`src/rtl/pacman_gfx_pkg.sv`:
```
// Shared screen geometry, bus widths and direction bit positions for the sprite overlay.
// Also holds the per-axis step/clamp helper used by each sprite's position register.
package pacman_gfx_pkg;

  localparam int SCREEN_W   = 640;
  localparam int SCREEN_H   = 480;
  localparam int X_BITS     = 10;
  localparam int Y_BITS     = 9;
  localparam int ADDR_BITS  = 10;
  localparam int COLOR_BITS = 12;

  // Bit positions inside a sprite's {U,D,L,R} request nibble
  localparam int DIR_R = 0;
  localparam int DIR_L = 1;
  localparam int DIR_D = 2;
  localparam int DIR_U = 3;

  typedef enum logic [1:0] {
    AX_HOLD = 2'd0,
    AX_INC  = 2'd1,
    AX_DEC  = 2'd2
  } axis_move_e;

  function automatic axis_move_e axis_move(input logic inc, input logic dec);
    axis_move_e mv;
    mv = AX_HOLD;
    if (inc && !dec) mv = AX_INC;
    if (dec && !inc) mv = AX_DEC;
    return mv;
  endfunction

  // Moving towards 0 from below STEP lands on 0; moving up saturates at maxv.
  function automatic int step_axis(input int cur, input axis_move_e mv, input int step, input int maxv);
    int r;
    r = cur;
    unique case (mv)
      AX_INC:  r = (cur + step > maxv) ? maxv : cur + step;
      AX_DEC:  r = (cur < step) ? 0 : cur - step;
      default: r = cur;
    endcase
    return r;
  endfunction

endpackage

```
`src/rtl/sprite_mover.sv`:
```
// One sprite's X/Y position register, stepped and screen-clamped on each frame_end.
module sprite_mover
  import pacman_gfx_pkg::*;
#(
  parameter int                SPRITE_W = 22,
  parameter int                SPRITE_H = 22,
  parameter int                STEP     = 1,
  parameter logic [X_BITS-1:0] INIT_X   = 10'd310,
  parameter logic [Y_BITS-1:0] INIT_Y   = 9'd230
) (
  input  logic              clk_i,
  input  logic              reset_ni,
  input  logic              frame_end_i,
  input  logic [3:0]        dir_i,
  input  logic              block_i,
  input  logic              en_i,
  output logic [X_BITS-1:0] pos_x_o,
  output logic [Y_BITS-1:0] pos_y_o
);

  localparam int X_MAX = SCREEN_W - SPRITE_W;
  localparam int Y_MAX = SCREEN_H - SPRITE_H;

  logic [X_BITS-1:0] pos_x_q, pos_x_d;
  logic [Y_BITS-1:0] pos_y_q, pos_y_d;

  always_comb begin
    pos_x_d = pos_x_q;
    pos_y_d = pos_y_q;
    if (frame_end_i && en_i && !block_i) begin
      pos_x_d = X_BITS'(step_axis(int'(pos_x_q), axis_move(dir_i[DIR_R], dir_i[DIR_L]), STEP, X_MAX));
      pos_y_d = Y_BITS'(step_axis(int'(pos_y_q), axis_move(dir_i[DIR_D], dir_i[DIR_U]), STEP, Y_MAX));
    end
  end

  always_ff @(posedge clk_i or negedge reset_ni) begin
    if (!reset_ni) begin
      pos_x_q <= INIT_X;
      pos_y_q <= INIT_Y;
    end else begin
      pos_x_q <= pos_x_d;
      pos_y_q <= pos_y_d;
    end
  end

  assign pos_x_o = pos_x_q;
  assign pos_y_o = pos_y_q;

endmodule

```
`src/rtl/sprite_compositor.sv`:
```
// Multi-sprite overlay: hit/address stage, priority colour mux with transparency key,
// per-frame sprite-0 collision report. Two pix_en strobes from (x,y) to color_out.
module sprite_compositor
  import pacman_gfx_pkg::*;
#(
  parameter int                              NUM_SPRITES = 4,
  parameter int                              SPRITE_W    = 22,
  parameter int                              SPRITE_H    = 22,
  parameter logic [COLOR_BITS-1:0]           TRANSPARENT = 12'h000,
  parameter int                              STEP        = 1,
  parameter logic [X_BITS*NUM_SPRITES-1:0]   INIT_X      = {NUM_SPRITES{10'd310}},
  parameter logic [Y_BITS*NUM_SPRITES-1:0]   INIT_Y      = {NUM_SPRITES{9'd230}}
) (
  input  logic                                clk_i,
  input  logic                                reset_ni,
  input  logic                                pix_en_i,
  input  logic                                frame_end_i,
  input  logic                                active_i,
  input  logic [X_BITS-1:0]                   x_i,
  input  logic [Y_BITS-1:0]                   y_i,
  input  logic [4*NUM_SPRITES-1:0]            move_dir_i,
  input  logic [NUM_SPRITES-1:0]              move_block_i,
  input  logic [NUM_SPRITES-1:0]              sprite_en_i,
  output logic [ADDR_BITS*NUM_SPRITES-1:0]    sprite_addr_o,
  input  logic [COLOR_BITS*NUM_SPRITES-1:0]   sprite_color_i,
  input  logic [COLOR_BITS-1:0]               bg_color_i,
  output logic [X_BITS*NUM_SPRITES-1:0]       pos_x_o,
  output logic [Y_BITS*NUM_SPRITES-1:0]       pos_y_o,
  output logic [COLOR_BITS-1:0]               color_out_o,
  output logic [NUM_SPRITES-1:0]              collision_o,
  output logic                                collision_vld_o
);

  localparam logic [X_BITS:0]       SW_X = SPRITE_W[X_BITS:0];
  localparam logic [Y_BITS:0]       SH_Y = SPRITE_H[Y_BITS:0];
  localparam logic [ADDR_BITS-1:0]  SW_A = SPRITE_W[ADDR_BITS-1:0];

  logic [NUM_SPRITES-1:0]             hit_d, hit_q;
  logic [NUM_SPRITES-1:0]             opaque;
  logic [ADDR_BITS*NUM_SPRITES-1:0]   addr_d, addr_q;
  logic                               active_q;
  logic [COLOR_BITS-1:0]              color_d, color_q;
  logic [NUM_SPRITES-1:0]             evt_d;
  logic [NUM_SPRITES-1:0]             acc_d, acc_q;
  logic [NUM_SPRITES-1:0]             coll_d, coll_q;
  logic                               vld_q;

  for (genvar g = 0; g < NUM_SPRITES; g++) begin : g_spr
    logic [X_BITS-1:0] px, dx;
    logic [Y_BITS-1:0] py, dy;

    assign px = pos_x_o[g*X_BITS +: X_BITS];
    assign py = pos_y_o[g*Y_BITS +: Y_BITS];
    assign dx = x_i - px;
    assign dy = y_i - py;

    // Widened upper bound so px+SPRITE_W at the right edge cannot wrap
    assign hit_d[g] = sprite_en_i[g]
                   && (x_i >= px) && ({1'b0, x_i} < {1'b0, px} + SW_X)
                   && (y_i >= py) && ({1'b0, y_i} < {1'b0, py} + SH_Y);
    assign addr_d[g*ADDR_BITS +: ADDR_BITS] =
        hit_d[g] ? (ADDR_BITS'(dx) + SW_A * ADDR_BITS'(dy)) : '0;

    assign opaque[g] = hit_q[g] && (sprite_color_i[g*COLOR_BITS +: COLOR_BITS] != TRANSPARENT);

    sprite_mover #(
      .SPRITE_W (SPRITE_W),
      .SPRITE_H (SPRITE_H),
      .STEP     (STEP),
      .INIT_X   (INIT_X[g*X_BITS +: X_BITS]),
      .INIT_Y   (INIT_Y[g*Y_BITS +: Y_BITS])
    ) u_mover (
      .clk_i       (clk_i),
      .reset_ni    (reset_ni),
      .frame_end_i (frame_end_i),
      .dir_i       (move_dir_i[4*g +: 4]),
      .block_i     (move_block_i[g]),
      .en_i        (sprite_en_i[g]),
      .pos_x_o     (pos_x_o[g*X_BITS +: X_BITS]),
      .pos_y_o     (pos_y_o[g*Y_BITS +: Y_BITS])
    );
  end

  always_comb begin
    color_d = bg_color_i;
    for (int i = NUM_SPRITES - 1; i >= 0; i--) begin
      if (opaque[i]) color_d = sprite_color_i[i*COLOR_BITS +: COLOR_BITS];
    end
    if (!active_q) color_d = '0;
  end

  // A stage-2 overlap seen on the frame_end clock belongs to the frame just starting
  always_comb begin
    evt_d = '0;
    for (int i = 1; i < NUM_SPRITES; i++) begin
      evt_d[i] = pix_en_i && active_q && opaque[0] && opaque[i];
    end
    acc_d  = frame_end_i ? evt_d : (acc_q | evt_d);
    coll_d = frame_end_i ? acc_q : coll_q;
  end

  always_ff @(posedge clk_i or negedge reset_ni) begin
    if (!reset_ni) begin
      hit_q    <= '0;
      active_q <= 1'b0;
      addr_q   <= '0;
      color_q  <= '0;
      acc_q    <= '0;
      coll_q   <= '0;
      vld_q    <= 1'b0;
    end else begin
      if (pix_en_i) begin
        hit_q    <= hit_d;
        active_q <= active_i;
        addr_q   <= addr_d;
        color_q  <= color_d;
      end
      acc_q  <= acc_d;
      coll_q <= coll_d;
      vld_q  <= frame_end_i;
    end
  end

  assign sprite_addr_o   = addr_q;
  assign color_out_o     = color_q;
  assign collision_o     = coll_q;
  assign collision_vld_o = vld_q;

endmodule

```
`config.mk`:
```
export PLATFORM = sky130hd
export DESIGN_NAME = sprite_compositor
export DESIGN_NICKNAME = d
export VERILOG_FILES = /design/src/rtl/pacman_gfx_pkg.sv /design/src/rtl/sprite_mover.sv /design/src/rtl/sprite_compositor.sv
export SDC_FILE = /design/constraint.sdc
export NUM_CORES = 1
export LEC_CHECK = 0
export CORE_UTILIZATION = 30
export DETAILED_ROUTE_END_ITERATION = 10
export GPL_TIMING_DRIVEN = 0
export SLEW_MARGIN = 10
export SYNTH_ARGS = -nofsm -noshare
export SYNTH_HDL_FRONTEND = slang
export SYNTH_SLANG_ARGS = --single-unit
```
`constraint.sdc`:
```
create_clock -name clk_i -period 4.77 [get_ports clk_i]
set_input_delay 0.954 -clock clk_i [delete_from_list [all_inputs] [get_ports clk_i]]
set_output_delay 0.954 -clock clk_i [all_outputs]
set_load 0.01 [all_outputs]
```
======== Word level (Yosys, flattened, before mapping) ========
Index checks and enable logic that the tools add are counted.
word-level totals
  register bits ........................... 142
  bits of input ports ..................... 108
operators by class
  $add $sub $neg .......................... 36
  multiply operators ...................... 4
  magnitude comparators ................... 32
  eq/ne operators ......................... 16
  mux-type cells .......................... 58
  bitwise operators ....................... 1
  reduce and logical (&&, ||, !) cells .... 89
operators with widths
  kind                                                                               number
  10-bit 2-to-1 mux                                                                  12
  10-bit case mux with 2 select lines                                                4
  9-bit 2-to-1 mux                                                                   8
  9-bit case mux with 2 select lines                                                 4
  12-bit 2-to-1 mux                                                                  5
  1-bit logical AND                                                                  49
  12-bit nonzero test                                                                4
  10-bit by 1-bit adder with 11-bit output, second input constant                    4
  10-bit by 5-bit adder with 11-bit output, second input constant                    4
  11-bit by 10-bit greater-than comparator with 1-bit output, second input constant  4
  10-bit by 11-bit less-than comparator with 1-bit output                            4
  10-bit adder                                                                       4
  9-bit by 1-bit adder with 10-bit output, second input constant                     4
  9-bit by 5-bit adder with 10-bit output, second input constant                     4
  10-bit >= comparator                                                               4
  10-bit by 9-bit greater-than comparator with 1-bit output, second input constant   4
  10-bit by 1-bit less-than comparator with 1-bit output, second input constant      4
  9-bit by 10-bit less-than comparator with 1-bit output                             4
  10-bit by 1-bit subtractor with 10-bit output, second input constant               4
  10-bit subtractor                                                                  4
  9-bit >= comparator                                                                4
  9-bit by 1-bit less-than comparator with 1-bit output, second input constant       4
  4-bit by 9-bit multiplier with 9-bit output, first input constant                  4
  9-bit by 1-bit subtractor with 9-bit output, second input constant                 4
  other kinds (10)                                                                   82

======== Logic depth before layout (Yosys ltp) ========
  depth in word-level cells ............... 8
  depth in mapped cells ................... 25
  gate-level depth less buffers ........... 25

======== Modules after synthesis ========
Synthesis repeated with hierarchy kept, for this count alone.
unflattened totals
  cells, all modules ...................... 2,554
  area total of the unflattened synthesis .. 20,388.3 µm²
modules (own cells, without submodules)
  module                                times used  cells each  area an instance (µm²)
  sprite_compositor                     1           1,361       11,671.2
  sprite_mover at g_spr[0].u_mover ...  2           305         2,225.9
  sprite_mover at g_spr[3].u_mover      1           300         2,157.1
  sprite_mover at g_spr[2].u_mover      1           283         2,108.3

======== Worst setup path after synthesis ========
No wires, ideal clock.
  path kind ............................... input to register
  from .................................... in y_i[0]
  to ...................................... reg addr_q[29], in the netlist sprite_addr_o[29]
  setup time .............................. 0.135 ns
  arrival ................................. 5.549 ns
  data required time ...................... 4.635 ns
  slack ................................... -0.913 ns
  cell stages on the path ................. 25
  buffers on the path ..................... 0
  path through ............................ inv_1 ha_1 inv_1 fa_1 a21o_1 a21oi_1 xnor2_1 ha_1 inv_1 fa_1 inv_1 ha_1 inv_1 o21bai_1 a21oi_1 xnor2_1 fa_1 xor2_1 xnor2_1 xnor2_1 xnor3_1 xnor2_1 xnor2_1 xor2_1 o22ai_1
on the way
  word-level cells in the longest chain between the ends .. 4
  elaborated cells between the ends (all ways) .. 8
  those cells by class .................... add/sub (2); mul (1); order compare (2); mux (1); reduce/logical (2)
ends and longest elaborated chain
  what                                                                              RTL line                                          text
  from (decl)                                                                       sprite_compositor.sv:20                           input logic [Y_BITS-1:0] y_i,
  9-bit subtractor or 9-bit >= comparator (tied branches)                           sprite_compositor.sv:55, sprite_compositor.sv:60
  4-bit by 9-bit multiplier with 9-bit output or 1-bit logical AND (tied branches)  sprite_compositor.sv:62, sprite_compositor.sv:60
  10-bit adder or 1-bit logical AND (tied branches)                                 sprite_compositor.sv:62, sprite_compositor.sv:60
  10-bit 2-to-1 mux (*)                                                             sprite_compositor.sv:62                           hit_d[g] ? (ADDR_BITS'(dx) + SW_A * ADDR_BITS'(dy)) : '0;
  to (signal assigned)                                                              sprite_compositor.sv:115                          addr_q <= addr_d;
  to (decl)                                                                         sprite_compositor.sv:40                           logic [ADDR_BITS*NUM_SPRITES-1:0] addr_d, addr_q;
Mark *: on every way between the ends. The rest lies on a longest branch, timed or not.
A chain may end at the register's enable or synchronous reset.

======== Worst setup path after layout ========
  from .................................... reg g_spr[1].u_mover.pos_y_q[1]
  to ...................................... reg addr_q[19], in the netlist sprite_addr_o[19]
on the way
  word-level cells in the longest chain between the ends .. 4
  elaborated cells between the ends (all ways) .. 9
  those cells by class .................... add/sub (3); mul (1); order compare (2); mux (1); reduce/logical (2)
ends and longest elaborated chain
  what                                                                 RTL line                                          text
  from (decl)                                                          sprite_mover.sv:25                                logic [Y_BITS-1:0] pos_y_q, pos_y_d;
  from (signal assigned)                                               sprite_mover.sv:42                                pos_y_q <= pos_y_d;
  9-bit subtractor (tied with other cells)                             sprite_compositor.sv:55                           assign dy = y_i - py;
  4-bit by 9-bit multiplier with 9-bit output (tied with other cells)  sprite_compositor.sv:62
  10-bit adder or 1-bit logical AND (tied branches)                    sprite_compositor.sv:62, sprite_compositor.sv:60
  10-bit 2-to-1 mux (*)                                                sprite_compositor.sv:62
Marked as above.

==> out/metrics.cfg <==
[floorplan]
fp-row-count=91
die_w_um=253
start_util_pct=30.5
io_pins=241
die_h_um=253
floorplan.die_area_sq_mm=0.0641
core_area_sq_mm=0.0621

[sta]
layout_min_cycle_time_ns=5.43
rsz0062_at_grt=yes
fin_skew_ns=0.0151
final-hold-violation-count=0
period_share_pct=114
slew_headroom_pct=19.4
fmax_mhz=184
setup_slack_ns=-0.659
setup_viol_count_final=8
worst_pin_slew_ns=1.21
tns_ns=-2.64
maxSlewViolCount=0

[final_layout]
multiInputGateArea_sq_mm=0.0150
nFillCells=6232
drive_gt1_share_pct=12.4
seqCellArea_sq_mm=0.00356
diodes=0
nets=3062
area_growth_pct=28.3

[flow_run]
cap_violations=0

[critical_path]
crit_top_cell=xnor2_2
crit_start=g_spr[1].u_mover.pos_y_o[1]
reg2reg_from=g_spr[1].u_mover.pos_y_o[1]
timing.rr.end=sprite_addr_o[19]
regToRegSetupSlack_ns=-0.66
critPathKind=flip-flop to flip-flop
cp.required_ns=5.11
cp_slowest_cell=fa_1
crit_end=sprite_addr_o[19]
critical_path.cell_chain=clkinvlp_4 > buf_6 > fa_2 > a21o_1 > a21oi_4 > nor2b_1 > o21ai_1 > nand2b_1 > xor2_2 > ha_1 > fa_1 > ha_4 > xnor2_2 > fa_2 > xnor2_2 > xnor2_2 > xnor2_1 > xnor3_1 > xnor2_2 > xnor2_1 > xor2_1 > o22ai_1
crit_path_max_fanout=3
max_stage_delay_ns=0.57
worstPathArrival_ns=5.77
cp-end-kind=flip-flop
r2r_cells=22
crit_path_start_kind=flip-flop

[global_routing]
antenna_found_initial=1
grt_pass1_wl_mm=102
grt_usage_pct=20.3
grt-ovfl-total=0
grt_pass1_vias=18500
grt_max_degree=78

[logic_synthesis]
syn_nets=2771
syn_area_sq_mm=0.0189
syn_avg_cell_area_sq_um=8.17
synthCells=2315
ys_warn_count=0
synthTopCellsByCount=284 x ha_1, 239 x inv_1, 176 x o21ai_0, 168 x a21oi_1, 155 x nor2_1
synth_cell_type_count=90
synth_ff_type=dfrtp_1
synth_top_area_cell=ha_1
ys_top_cells_by_area=ha_1 19%, dfrtp_1 13%, fa_1 6.8%
synth-seq-cells=140
synth_top_area_share_pct=18.8
yosysMostFrequentCell=ha_1
postSynth.asyncResetShare_pct=100
ys_seq_area_share_pct=18.8
synth_edf_count=0

[routing]
wl_mm=65.2
post_drt_wl_per_cell_um=18.9
antenna_left=0
drt_iter0_drc=1205
drt-pass1-iter-count=7
viasPerCell=5.38
vias=18600
route.detailed.drc=0

[clock_tree]
cts_max_path_buffers=2
ctsHtreeMaxLevel=4
numCtsBuffers=17
cts_sinks=140
cts_tree=yes
cts_hold_buf=0
clk_latency_ns=0.50
cts-root-buf=clkbuf_16
path_clk_slew_ns=0.07

[placement]
place_hpwl_mm=51.6
gp_congestion=0.899
place_ws_ns=-2.41
port_buffers=239

[run_status]
violations=setup timing
outcome=finished, violations left

[hold_path]
hold_path.class=input pin to async pin

-- worst min path at each step --
stage          depth (start not counted)      startpoint  slack (ns)                          end
3_5_place_dp                           1  collision_o[2]        0.50               collision_o[2]
2_1_floorplan                          1        acc_q[1]        0.48               collision_o[1]
3_3_place_gp                           1        acc_q[2]        0.49               collision_o[2]
4_1_cts                                1        reset_ni        0.39  g_spr[3].u_mover.pos_y_o[3]
6_report                               1        reset_ni        0.38  g_spr[3].u_mover.pos_y_o[3]
5_1_grt                                1        reset_ni        0.40  g_spr[3].u_mover.pos_y_o[3]
-- cells by family (layout without fill, tap and decap cells) --
logic type	after synthesis	after routing	share of synthesized area (%)
buffers and inverters	342	646	7.02
xor gates and xnor gates	163	163	7.84
other	1	1	0.0198
and+or+nand+nor	581	581	15.1
DFF	140	140	18.8
AOI/OAI and AO/OA	711	711	24.1
muxes	29	29	1.56
adders and majority gates	348	348	25.6
-- placed cells by master (no fill, tap or decap), drive strengths merged, types with 18 or more instances in the layout --
master,Yosys,layout
clkbuf,75,84
o21a,29,29
ha,284,284
fa,64,64
nor2b,24,24
mux2i,25,25
dfstp,40,40
inv,239,244
nor2,155,155
buf,23,69
nand2,135,135
dfrtp,100,100
clkdlybuf4s50,0,231
nor3,59,59
o21ai,180,180
xnor2,124,124
nand4,31,31
a211oi,18,18
nand2b,25,25
a21oi,169,169
nor4,25,25
nand3,52,52
xor2,35,35
o22ai,68,68
a21o,37,37
a31oi,34,34
or3,24,24
-- registers in the layout, indices dropped and copies added, names as in the netlist --
name and flops:
collision_vld_o 1, acc_q 3, g_spr.u_mover.pos_y_o 36, collision_o 3, active_q 1, sprite_addr_o 40
hit_q 4, g_spr.u_mover.pos_x_o 40, color_out_o 12
-- through the flow --
| step | hold slack (ns) | cells | instance area (sq um) | util, % |
|---|---|---|---|---|
| global placement | 0.490 | 3391 | 22600 | 36.5 |
| finish | 0.376 | 3456 | 24300 | 39.1 |
| detailed placement | 0.497 | 3392 | 22700 | 36.5 |
| floorplan | 0.479 | 2315 | 19200 | - |
| global route | 0.405 | 3456 | 24300 | 39.1 |
| CTS | 0.386 | 3445 | 23800 | 38.4 |
-- layout make-up --
class | instances | area share, %
Inverter | 244 | 3.93
Sequential cell | 140 | 14.7
Clock inverter | 15 | 0.531
Clock buffer | 17 | 1.75
Buffer | 88 | 1.54
Timing Repair Buffer | 282 | 11.5
Multi-Input combinational cell | 1833 | 61.7
Tap cell | 837 | 4.32
-- routing by layer --
layer  track usage, %  wire length, um  part of all wire [%]
met3             2.99             3250                   5.0
met5                0                0                     0
met1             27.0            29300                    45
met4             7.10             1750                   2.7
met2             33.5            30900                    47
-- critical path: cells and delay by family, from the launching register on --
| kind | cells | cell delay [ns] |
|---|---|---|
| and+or+nand+nor | 2 | 0.17 |
| buffers and inverters | 2 | 0.25 |
| AOI/OAI and AO/OA | 4 | 0.65 |
| adders and majority gates | 5 | 1.86 |
| DFF | 1 | 0.56 |
| xor gates and xnor gates | 9 | 1.76 |
-- what timing repair did --
item	4_1_cts	5_1_grt
setup buffers	30	12
setup endpoints to repair	24	12
gates resized for setup	110	75
pin swaps	77	40
Power is left out: the tool's default activity adds up to more than one toggle a clock period on the data nets, which glitch-free logic cannot reach.
